## config.mk

```make
export PLATFORM = sky130hd
export DESIGN_NAME = dmem_uart_tx
export DESIGN_NICKNAME = d
export VERILOG_FILES = /design/src/rtl/dmem_uart_tx_pkg.sv /design/src/rtl/uart_tx_fifo.sv /design/src/rtl/dmem_uart_tx.sv
export SDC_FILE = /design/constraint.sdc
export NUM_CORES = 1
export LEC_CHECK = 0
export BUFFER_PORTS_ARGS = -buffer_cell sky130_fd_sc_hd__buf_4
export CELL_PAD_IN_SITES_DETAIL_PLACEMENT = 1
export CELL_PAD_IN_SITES_GLOBAL_PLACEMENT = 2
export CORE_ASPECT_RATIO = 0.5
export CORE_MARGIN = 3
export CORE_UTILIZATION = 34
export CTS_BUF_LIST = sky130_fd_sc_hd__clkbuf_8
export DETAILED_ROUTE_END_ITERATION = 10
export GPL_ROUTABILITY_DRIVEN = 1
export PLACE_DENSITY = 0.78
export SETUP_SLACK_MARGIN = 0.3
export SLEW_MARGIN = 20
export SYNTH_ARGS = -nofsm -noshare
export SYNTH_HDL_FRONTEND = slang
export SYNTH_HIERARCHICAL = 1
export SYNTH_SLANG_ARGS = --single-unit
```

## constraint.sdc

```tcl
create_clock -name clk -period 2.9 [get_ports clk]
set_input_delay 0.29 -clock clk [delete_from_list [all_inputs] [get_ports clk]]
set_output_delay 0.29 -clock clk [all_outputs]
set_load 0.02 [all_outputs]
```

## src/rtl/dmem_uart_tx_pkg.sv

```systemverilog
// Shared constants, status bit map and serializer state encoding for dmem_uart_tx.
// The parity slot is only used when DMEM_UART_TX_PARITY_EN is defined.
package dmem_uart_tx_pkg;

    localparam int WORD_LEN = 32;

    localparam logic [2:0] UART_TXDATA_OFS = 3'h0;
    localparam logic [2:0] UART_STATUS_OFS = 3'h4;

    localparam int STATUS_FULL_BIT  = 0;
    localparam int STATUS_EMPTY_BIT = 1;
    localparam int STATUS_BUSY_BIT  = 2;
    localparam int STATUS_OVF_BIT   = 3;
    localparam int STATUS_COUNT_LSB = 8;

    typedef enum logic [2:0] {
        ST_IDLE   = 3'd0,
        ST_START  = 3'd1,
        ST_DATA   = 3'd2,
        ST_PARITY = 3'd3,
        ST_STOP   = 3'd4
    } tx_state_e;

    function automatic logic even_parity(input logic [7:0] b);
        return ^b;
    endfunction

endpackage

```

## src/rtl/uart_tx_fifo.sv

```systemverilog
// Byte FIFO for the UART transmitter with first-word-fall-through output.
// A push while full is still taken when a pop happens on the same edge.
module uart_tx_fifo
    import dmem_uart_tx_pkg::*;
#(
    parameter  int DEPTH = 8,
    parameter  int WIDTH = 8,
    localparam int AW    = $clog2(DEPTH),
    localparam int CW    = AW + 1
) (
    input  logic             clk,
    input  logic             rst_n,
    input  logic             push_i,
    input  logic             pop_i,
    input  logic [WIDTH-1:0] din_i,
    output logic [WIDTH-1:0] dout_o,
    output logic             full_o,
    output logic             empty_o,
    output logic [CW-1:0]    count_o
);

    localparam logic [CW-1:0] DEPTH_C = CW'(DEPTH);
    localparam logic [CW-1:0] CNT_ONE = CW'(1);
    localparam logic [AW-1:0] PTR_ONE = AW'(1);

    logic [WIDTH-1:0] mem_q [DEPTH];
    logic [AW-1:0]    wr_ptr_q;
    logic [AW-1:0]    rd_ptr_q;
    logic [CW-1:0]    count_q;
    logic             wr_en_s;
    logic             rd_en_s;

    assign full_o  = (count_q == DEPTH_C);
    assign empty_o = (count_q == '0);
    assign count_o = count_q;
    assign dout_o  = mem_q[rd_ptr_q];
    assign rd_en_s = pop_i && !empty_o;
    assign wr_en_s = push_i && (!full_o || rd_en_s);

    // Storage array; contents are don't-care until counted in, so no reset.
    always_ff @(posedge clk) begin
        if (wr_en_s) begin
            mem_q[wr_ptr_q] <= din_i;
        end
    end

    // Pointers wrap naturally at DEPTH; occupancy is tracked separately.
    always_ff @(posedge clk) begin
        if (!rst_n) begin
            wr_ptr_q <= '0;
            rd_ptr_q <= '0;
            count_q  <= '0;
        end else begin
            if (wr_en_s) begin
                wr_ptr_q <= wr_ptr_q + PTR_ONE;
            end
            if (rd_en_s) begin
                rd_ptr_q <= rd_ptr_q + PTR_ONE;
            end
            case ({wr_en_s, rd_en_s})
                2'b10:   count_q <= count_q + CNT_ONE;
                2'b01:   count_q <= count_q - CNT_ONE;
                default: count_q <= count_q;
            endcase
        end
    end

endmodule

```

## src/rtl/dmem_uart_tx.sv

```systemverilog
// Memory-mapped UART transmitter on the DmemPort: TXDATA at +0x0, STATUS at +0x4.
// Define DMEM_UART_TX_PARITY_EN to insert an even-parity bit between data and stop.
module dmem_uart_tx
    import dmem_uart_tx_pkg::*;
#(
    parameter logic [WORD_LEN-1:0] BASE_ADDR    = 32'h0000_8000,
    parameter int                  CLKS_PER_BIT = 16,
    parameter int                  FIFO_DEPTH   = 8
) (
    input  logic                clk,
    input  logic                rst_n,
    input  logic [WORD_LEN-1:0] addr_d,
    input  logic [WORD_LEN-1:0] wdata,
    input  logic                wen,
    output logic [WORD_LEN-1:0] rdata,
    output logic                tx
);

    localparam int            TW        = (CLKS_PER_BIT > 1) ? $clog2(CLKS_PER_BIT) : 1;
    localparam int            CW        = $clog2(FIFO_DEPTH) + 1;
    localparam logic [TW-1:0] BIT_LAST  = TW'(CLKS_PER_BIT - 1);
    localparam logic [TW-1:0] TIMER_ONE = TW'(1);

    tx_state_e       state_q;
    logic [TW-1:0]   timer_q;
    logic [2:0]      idx_q;
    logic [7:0]      shift_q;
    logic            tx_q;
    logic            ovf_q;
    logic            ovf_d;

    logic            sel_s;
    logic            txdata_sel_s;
    logic            status_sel_s;
    logic            push_s;
    logic            pop_s;
    logic            drop_s;
    logic            clr_s;
    logic            full_s;
    logic            empty_s;
    logic            busy_s;
    logic [CW-1:0]   count_s;
    logic [7:0]      fifo_dout_s;
    logic [WORD_LEN-1:0] status_s;
    logic            unused_wdata_s;

    assign sel_s        = (addr_d[WORD_LEN-1:3] == BASE_ADDR[WORD_LEN-1:3]);
    assign txdata_sel_s = sel_s && (addr_d[2:0] == UART_TXDATA_OFS);
    assign status_sel_s = sel_s && (addr_d[2:0] == UART_STATUS_OFS);
    assign push_s       = wen && txdata_sel_s;
    assign pop_s        = (state_q == ST_IDLE) && !empty_s;
    assign drop_s       = push_s && full_s && !pop_s;
    assign clr_s        = wen && status_sel_s && wdata[STATUS_OVF_BIT];
    assign busy_s       = (state_q != ST_IDLE);
    assign tx           = tx_q;
    assign unused_wdata_s = ^wdata[WORD_LEN-1:8];

    uart_tx_fifo #(
        .DEPTH (FIFO_DEPTH),
        .WIDTH (8)
    ) u_fifo (
        .clk     (clk),
        .rst_n   (rst_n),
        .push_i  (push_s),
        .pop_i   (pop_s),
        .din_i   (wdata[7:0]),
        .dout_o  (fifo_dout_s),
        .full_o  (full_s),
        .empty_o (empty_s),
        .count_o (count_s)
    );

    // Sticky overflow: a dropped push wins; a STATUS write with bit 3 clears it.
    always_comb begin
        ovf_d = ovf_q;
        if (drop_s) begin
            ovf_d = 1'b1;
        end else if (clr_s) begin
            ovf_d = 1'b0;
        end else begin
            ovf_d = ovf_q;
        end
    end

    // Read mux: only STATUS returns data, everything else in or out of range reads zero.
    always_comb begin
        status_s                                = '0;
        status_s[STATUS_FULL_BIT]               = full_s;
        status_s[STATUS_EMPTY_BIT]              = empty_s;
        status_s[STATUS_BUSY_BIT]               = busy_s;
        status_s[STATUS_OVF_BIT]                = ovf_q;
        status_s[STATUS_COUNT_LSB +: CW]        = count_s;
        if (status_sel_s) begin
            rdata = status_s;
        end else begin
            rdata = '0;
        end
    end

    // Serializer: tx is loaded with the level of the state being entered, so it never glitches.
    always_ff @(posedge clk) begin
        if (!rst_n) begin
            state_q <= ST_IDLE;
            timer_q <= '0;
            idx_q   <= 3'd0;
            shift_q <= 8'd0;
            tx_q    <= 1'b1;
            ovf_q   <= 1'b0;
        end else begin
            ovf_q <= ovf_d;
            case (state_q)
                ST_IDLE: begin
                    if (!empty_s) begin
                        shift_q <= fifo_dout_s;
                        state_q <= ST_START;
                        timer_q <= BIT_LAST;
                        tx_q    <= 1'b0;
                    end
                end
                ST_START: begin
                    if (timer_q == '0) begin
                        state_q <= ST_DATA;
                        timer_q <= BIT_LAST;
                        idx_q   <= 3'd0;
                        tx_q    <= shift_q[0];
                    end else begin
                        timer_q <= timer_q - TIMER_ONE;
                    end
                end
                ST_DATA: begin
                    if (timer_q == '0) begin
                        timer_q <= BIT_LAST;
                        if (idx_q == 3'd7) begin
                            idx_q <= 3'd0;
`ifdef DMEM_UART_TX_PARITY_EN
                            state_q <= ST_PARITY;
                            tx_q    <= even_parity(shift_q);
`else
                            state_q <= ST_STOP;
                            tx_q    <= 1'b1;
`endif
                        end else begin
                            idx_q <= idx_q + 3'd1;
                            tx_q  <= shift_q[idx_q + 3'd1];
                        end
                    end else begin
                        timer_q <= timer_q - TIMER_ONE;
                    end
                end
                ST_PARITY: begin
                    if (timer_q == '0) begin
                        state_q <= ST_STOP;
                        timer_q <= BIT_LAST;
                        tx_q    <= 1'b1;
                    end else begin
                        timer_q <= timer_q - TIMER_ONE;
                    end
                end
                ST_STOP: begin
                    if (timer_q == '0) begin
                        state_q <= ST_IDLE;
                        tx_q    <= 1'b1;
                    end else begin
                        timer_q <= timer_q - TIMER_ONE;
                    end
                end
                default: begin
                    state_q <= ST_IDLE;
                    timer_q <= '0;
                    idx_q   <= 3'd0;
                    tx_q    <= 1'b1;
                end
            endcase
        end
    end

endmodule

```

* Yosys cells after proc, flatten, opt, wreduce, memory -nomap -nowiden
Memory sizes are Yosys's and may differ from the RTL's. A register that Yosys moved wholly into a read port is not among the register bits.
Cells that the tools add are included.
** Storage, ports and cells
- Register bits after elaboration :: 22
- Bits in writable memories :: 64
- Bits of input ports :: 67
- Output and inout port bits :: 33
- Word-level logic and storage cells :: 94
- Memories :: 1
** Cells by class
- $add $sub $neg :: 6
- Magnitude comparators :: 1
- Eq/ne operators :: 18
- Mux-type cells :: 28
- Bitwise operators :: 2
- Reduce and logical (&&, ||, !) cells :: 30
** Memories
- u_fifo.mem_q :: depth 8, bits a word 8, rd ports 1, clocked after memory_dff 1, write ports 1, line uart_tx_fifo.sv:26 : logic [WIDTH-1:0] mem_q [DEPTH];
** Operators by type and width (count)
- 29-bit by 13-bit equality test with 1-bit output (second input constant) :: 1
- 3-bit two-way mux :: 8
- 3-bit one-hot mux with 5 select lines :: 1
- 2-bit inequality test (second input constant) :: 7
- 12-bit two-way mux :: 1
- 4-bit two-way mux :: 3
- 4-bit one-hot mux with 3 select lines :: 1
- 1-bit logical AND :: 10
- 1-bit two-way mux :: 10
- 3-bit by 1-bit adder with 3-bit output (second input constant) :: 3
- 3-bit equality test (second input constant) :: 3
- 3-bit one-hot mux with 3 select lines :: 1
- 4-bit logical NOT :: 2
- 4-bit one-hot mux with 2 select lines :: 1
- 4-bit by 1-bit subtractor with 4-bit output (second input constant) :: 2
- 3-bit by 2-bit equality test with 1-bit output (second input constant) :: 2
- 3-bit logical NOT :: 2
- 6-bit AND reduction :: 1
- 3-bit OR reduction :: 2
- 4-bit by 1-bit adder with 4-bit output (second input constant) :: 1
- 4-bit equality test (second input constant) :: 1
- 1-bit logical NOT :: 4
- 3-bit by 4-bit < comparator with 1-bit output (second input constant) :: 1
- 1-bit one-hot mux with 4 select lines :: 1
- 13 further kinds :: 16

* Depth between registers and ports, before layout
- Word-level depth :: 8
- Gate-level depth with buffers :: 14
- Mapped depth without buffers :: 12

* Hierarchy
The synthesis kept the hierarchy.
** Modules (own cells, without submodules)
- uart_tx_fifo :: instances 1, cells each 176, area each 3204.3 µm², sequential area each 2182.1 µm²
- dmem_uart_tx :: instances 1, cells each 176, area each 1448.9 µm², sequential area each 400.4 µm²

* Worst setup path before layout
No wires, ideal clock.
- Path kind :: register -> register
- Start point :: reg u_fifo.count_q[1], in the netlist u_fifo/count_o[1]
- End point :: reg u_fifo.count_q[3], in the netlist u_fifo/count_o[3]
- Setup time :: 115 ps
- Data arrival time :: 2974 ps
- Data required time :: 2785 ps
- Path slack :: -188 ps
- Stages on the path, launching flop included :: 15
- Buffers on the path :: 2
- Clock period less this slack :: 3088 ps
- Cell sequence :: dfxtp_1 -> or3_1 -> buf_6 -> nor2_1 -> or4_1 -> buf_2 -> clkinv_2 -> o21ai_2 -> nand2b_1 -> inv_1 -> ha_1 -> nand3_1 -> a211o_1 -> a32o_1 -> o21a_1
** Between the ends
- Longest elaborated chain between the ends :: 8
- Elaborated cells between the ends (all ways) :: 14
- Those cells by class :: 2 x add/sub; 3 x eq/ne; 1 x mux; 8 x reduce/logical
** RTL lines
- start: declaration :: line uart_tx_fifo.sv:29 : logic [CW-1:0] count_q;
- start signal: assignment :: line uart_tx_fifo.sv:61 : 2'b10: count_q <= count_q + CNT_ONE;
- start signal: assignment :: line uart_tx_fifo.sv:62 : 2'b01: count_q <= count_q - CNT_ONE;
- start signal: assignment :: line uart_tx_fifo.sv:63 : default: count_q <= count_q;
- 4-bit logical NOT (*) :: line uart_tx_fifo.sv:34 : assign empty_o = (count_q == '0);
- named net empty_s :: line dmem_uart_tx.sv:40 : logic empty_s;
- 1-bit logical NOT (*) :: line dmem_uart_tx.sv:51 : assign pop_s = (state_q == ST_IDLE) && !empty_s;
- 1-bit logical AND (*) :: line dmem_uart_tx.sv:51
- named net pop_s :: line dmem_uart_tx.sv:36 : logic pop_s;
- 1-bit logical AND (*) :: line uart_tx_fifo.sv:37 : assign rd_en_s = pop_i && !empty_o;
- 1-bit logical OR :: line uart_tx_fifo.sv:38 : assign wr_en_s = push_i && (!full_o || rd_en_s);
- 1-bit logical AND :: line uart_tx_fifo.sv:38
- 2-bit by 1-bit equality test with 1-bit output or 2-bit equality test (tied branches) :: line uart_tx_fifo.sv:60 : case ({wr_en_s, rd_en_s})
- 4-bit one-hot mux with 2 select lines or 2-bit nonzero test (tied branches)
The timed path passes the listed nets; every way through them passes the cells marked *.
A chain may end at the register's enable or synchronous reset.

* Worst setup path in the final report
Same ends and word-level chain as after synthesis.

==> results.txt <==
M1 GR Usage = 17.29%
first-pass GRT wire length = 15770 microns
Worst setup EP type = flip-flop
Layout fillers = 1376
crit path max-delay cell type = or3_4
Clock Path Buffers = 2
CTS Hold Buffers Added = 0
outcome = finished clean
dominant cell type by area after synthesis = edfxtp_1
setup ws final = 0.3648 ns
part of the power in combinational logic = 4.0%
vias in the first global route = 2977
Final GP Congestion = 0.7595
DRC viols = 0
Net Sw Frac = 23.08%
register area share after synthesis = 55.50%
synthesized area = 4653 sq um
Sequential Area = 2582 sq um
Num CTS Buffers = 9
GR Layer Usage met2 = 23.59%
final setup vio count = 0
Syn Area/Cell = 13.22 sq um
GR Layer Usage met3 = 3.838%
Final period util = 87.42%
Clk network pwr share = 34.5%
final number of hold-violating endpoints = 0
Ys Warns = 6
Final nets = 494
Routed Antenna Nets = 0
setup_tns = 0 ns
DP HPWL = 7091 microns
antenna cell count = 0
Tmin final = 2.535 ns
Syn Inst Count = 352
crit-path cells = or3_4 -> nor2_2 -> or4_4 -> clkinv_4 -> o21ai_4 -> nand2b_4 -> inv_1 -> ha_4 -> nand3_1 -> a211o_1 -> a32o_1 -> o21a_1
critical path's top delay family = simple AND/OR/NAND/NOR gates
fraction of layout cells with a size suffix above 1 = 29.72%
setup bufs post-CTS = 0
fmax = 394.5 MHz
DIE AREA = 15210 sq um
# H-tree levels = 3
TritonCTS clock tree = done
area share of the largest cell type after synthesis = 41.30%
P_sw = 0.0005511 W
wire per inst = 16.77 microns
Tot Pwr = 0.002388 W
share of power burned in registers = 61.5%
CTS sink cnt = 97
internal power = 0.001837 W
CP Class = flip-flop to flip-flop
final setup skew = 0.009389 ns
TritonRoute pass-1 iters = 6
Starting Density = 35.72%
share of flip-flops with an asynchronous set or reset = 0%
EDFF count, synth = 64
Power per Cell Area = 437.6 nW/um^2
unrepaired setup endpoints after global routing = true
Multi-input gate area = 1878 sq um
Worst slew margin = 55.33%
top area cells in the synthesized netlist = edfxtp_1 (41%), dfxtp_1 (14%), mux4_1 (5.6%)
height of the die = 88.72 microns
commonest non-fill, non-tap cell in the layout = buf_4
DR vias = 2925
Bufs and invs on worst path = 2
Unique masters post-synth = 70
CP startpoint kind = flip-flop
IO Pins = 100
total core area = 13030 sq um
Leak Pwr = 1.966 nW
Clock Root Buffer = clkbuf_8
DIE WIDTH = 171.4 microns
register bit total from synthesis = 97
largest fanout on the critical path = 3
Max-Cap Viols = 0
VDD IR max = 225.7 uV
largest net degree at the start of global routing = 26
row count = 29
routed vias/inst = 4.924
pin slew with the least headroom to its limit = 0.6692 ns
slowest cell delay on critical path = 0.40 ns
Routed WL = 9961 microns
Setup WS pre-CTS = -0.03262 ns
P&R area growth vs syn = 17.26%
most frequent cells in the layout = buf_4 (74), edfxtp_1 (64), dfxtp_1 (33)
clk_lat worst skew = 0.36 ns
Arrival @ worst endpoint = 2.80 ns
max-slew violations = 0
Most Crowded Layer GR = met2
Synth Flop Type = edfxtp_1
Total GRT Usage = 13.61%
utilization after layout = 41.89%
First DRT Iteration DRCs = 80
hold crit path type = primary input to flip-flop
Clk pin slew, worst setup/hold paths = 0.10 ns
antenna violations before repair = 0
Worst EP required = 3.16 ns
total grt overflow = 0
port bufs = 51
final cells by class:
| type | count | area share (%) |
|---|---|---|
| clock buffer | 9 | 2.270 |
| inverter | 10 | 0.7796 |
| sequential | 97 | 47.33 |
| timing repair buffer | 74 | 10.18 |
| multi-input combinational | 227 | 34.42 |
| clock inverter | 7 | 1.124 |
| tap | 170 | 3.898 |
Yosys cell counts, drive strengths merged, types with 3 or more instances:
cell	number
xor2	3
ha	7
nand2	25
nor3	9
mux2i	3
xnor2	4
nor3b	3
mux2	8
nand2b	4
a21boi	12
o21ai	11
a21oi	12
nand3	5
and3	4
buf	31
clkbuf	9
edfxtp	64
nor2	16
and2	11
dfxtp	33
nor4	8
o211ai	3
mux4	18
inv	9
state kept, by name (all words and copies together), names as in the netlist, named ones only:
signal	count
timer_q	4
idx_q	3
u_fifo/count_o	4
shift_q	8
u_fifo/mem_q	64
u_fifo/wr_ptr_q	3
tx	1
u_fifo/rd_ptr_q	3
state_q	3
ovf_q	1
cells by family (layout without fill, tap and decap cells):
| group | count (synthesis) | after routing | synth area share (%) |
|---|---|---|---|
| simple gates | 102 | 102 | 11.99 |
| xor+xnor | 7 | 7 | 1.318 |
| mux | 29 | 29 | 12.10 |
| flops | 97 | 97 | 55.50 |
| fa+ha+maj | 8 | 8 | 2.312 |
| buf+inv | 51 | 100 | 7.475 |
| other cells | 1 | 24 | 0.08059 |
| compound gates | 57 | 57 | 9.223 |
timing repair:
item                                   in CTS  in global routing
gates resized for setup                     5                  1
setup endpoints to repair                   1                  1
endpoints found under the hold margin       0                  0
power groups by stage:
stage                     Sequential, W  Combinational, W  Clock (W)
after global placement          0.00150         0.0000947          0
after floorplan                 0.00150         0.0000611          0
after CTS                       0.00147         0.0000976   0.000866
after global routing            0.00147          0.000107   0.000922
after detailed placement        0.00150         0.0000975          0
final                           0.00147         0.0000966   0.000823
metal layers:
metal / wire (microns) / vias to the layer above
li1: - / 1425
met1: 4607 / 1397
met2: 4637 / 96
met3: 663 / 7
met4: 53 / 0
met5: 0 / -
worst paths after layout:
path,startpoint,end,slack [ns],depth (start not counted)
setup reg to reg,u_fifo/count_o[1],u_fifo/count_o[3],0.36,12
hold / removal,addr_d[2],ovf_q,0.14,2
hold reg to reg,shift_q[2],shift_q[2],0.46,2
setup / recovery,u_fifo/count_o[1],u_fifo/count_o[3],0.36,12
metrics by stage:
stage / instance area (sq um) / instances / hold slack, ns
after floorplan: 4775 / 375 / 0.3889
after global placement: 5231 / 578 / 0.4499
after detailed placement: 5231 / 578 / 0.4472
after CTS: 5449 / 594 / 0.1203
after global routing: 5456 / 594 / 0.1236
final: 5456 / 594 / 0.1444
(Power assumes the default switching activity.)
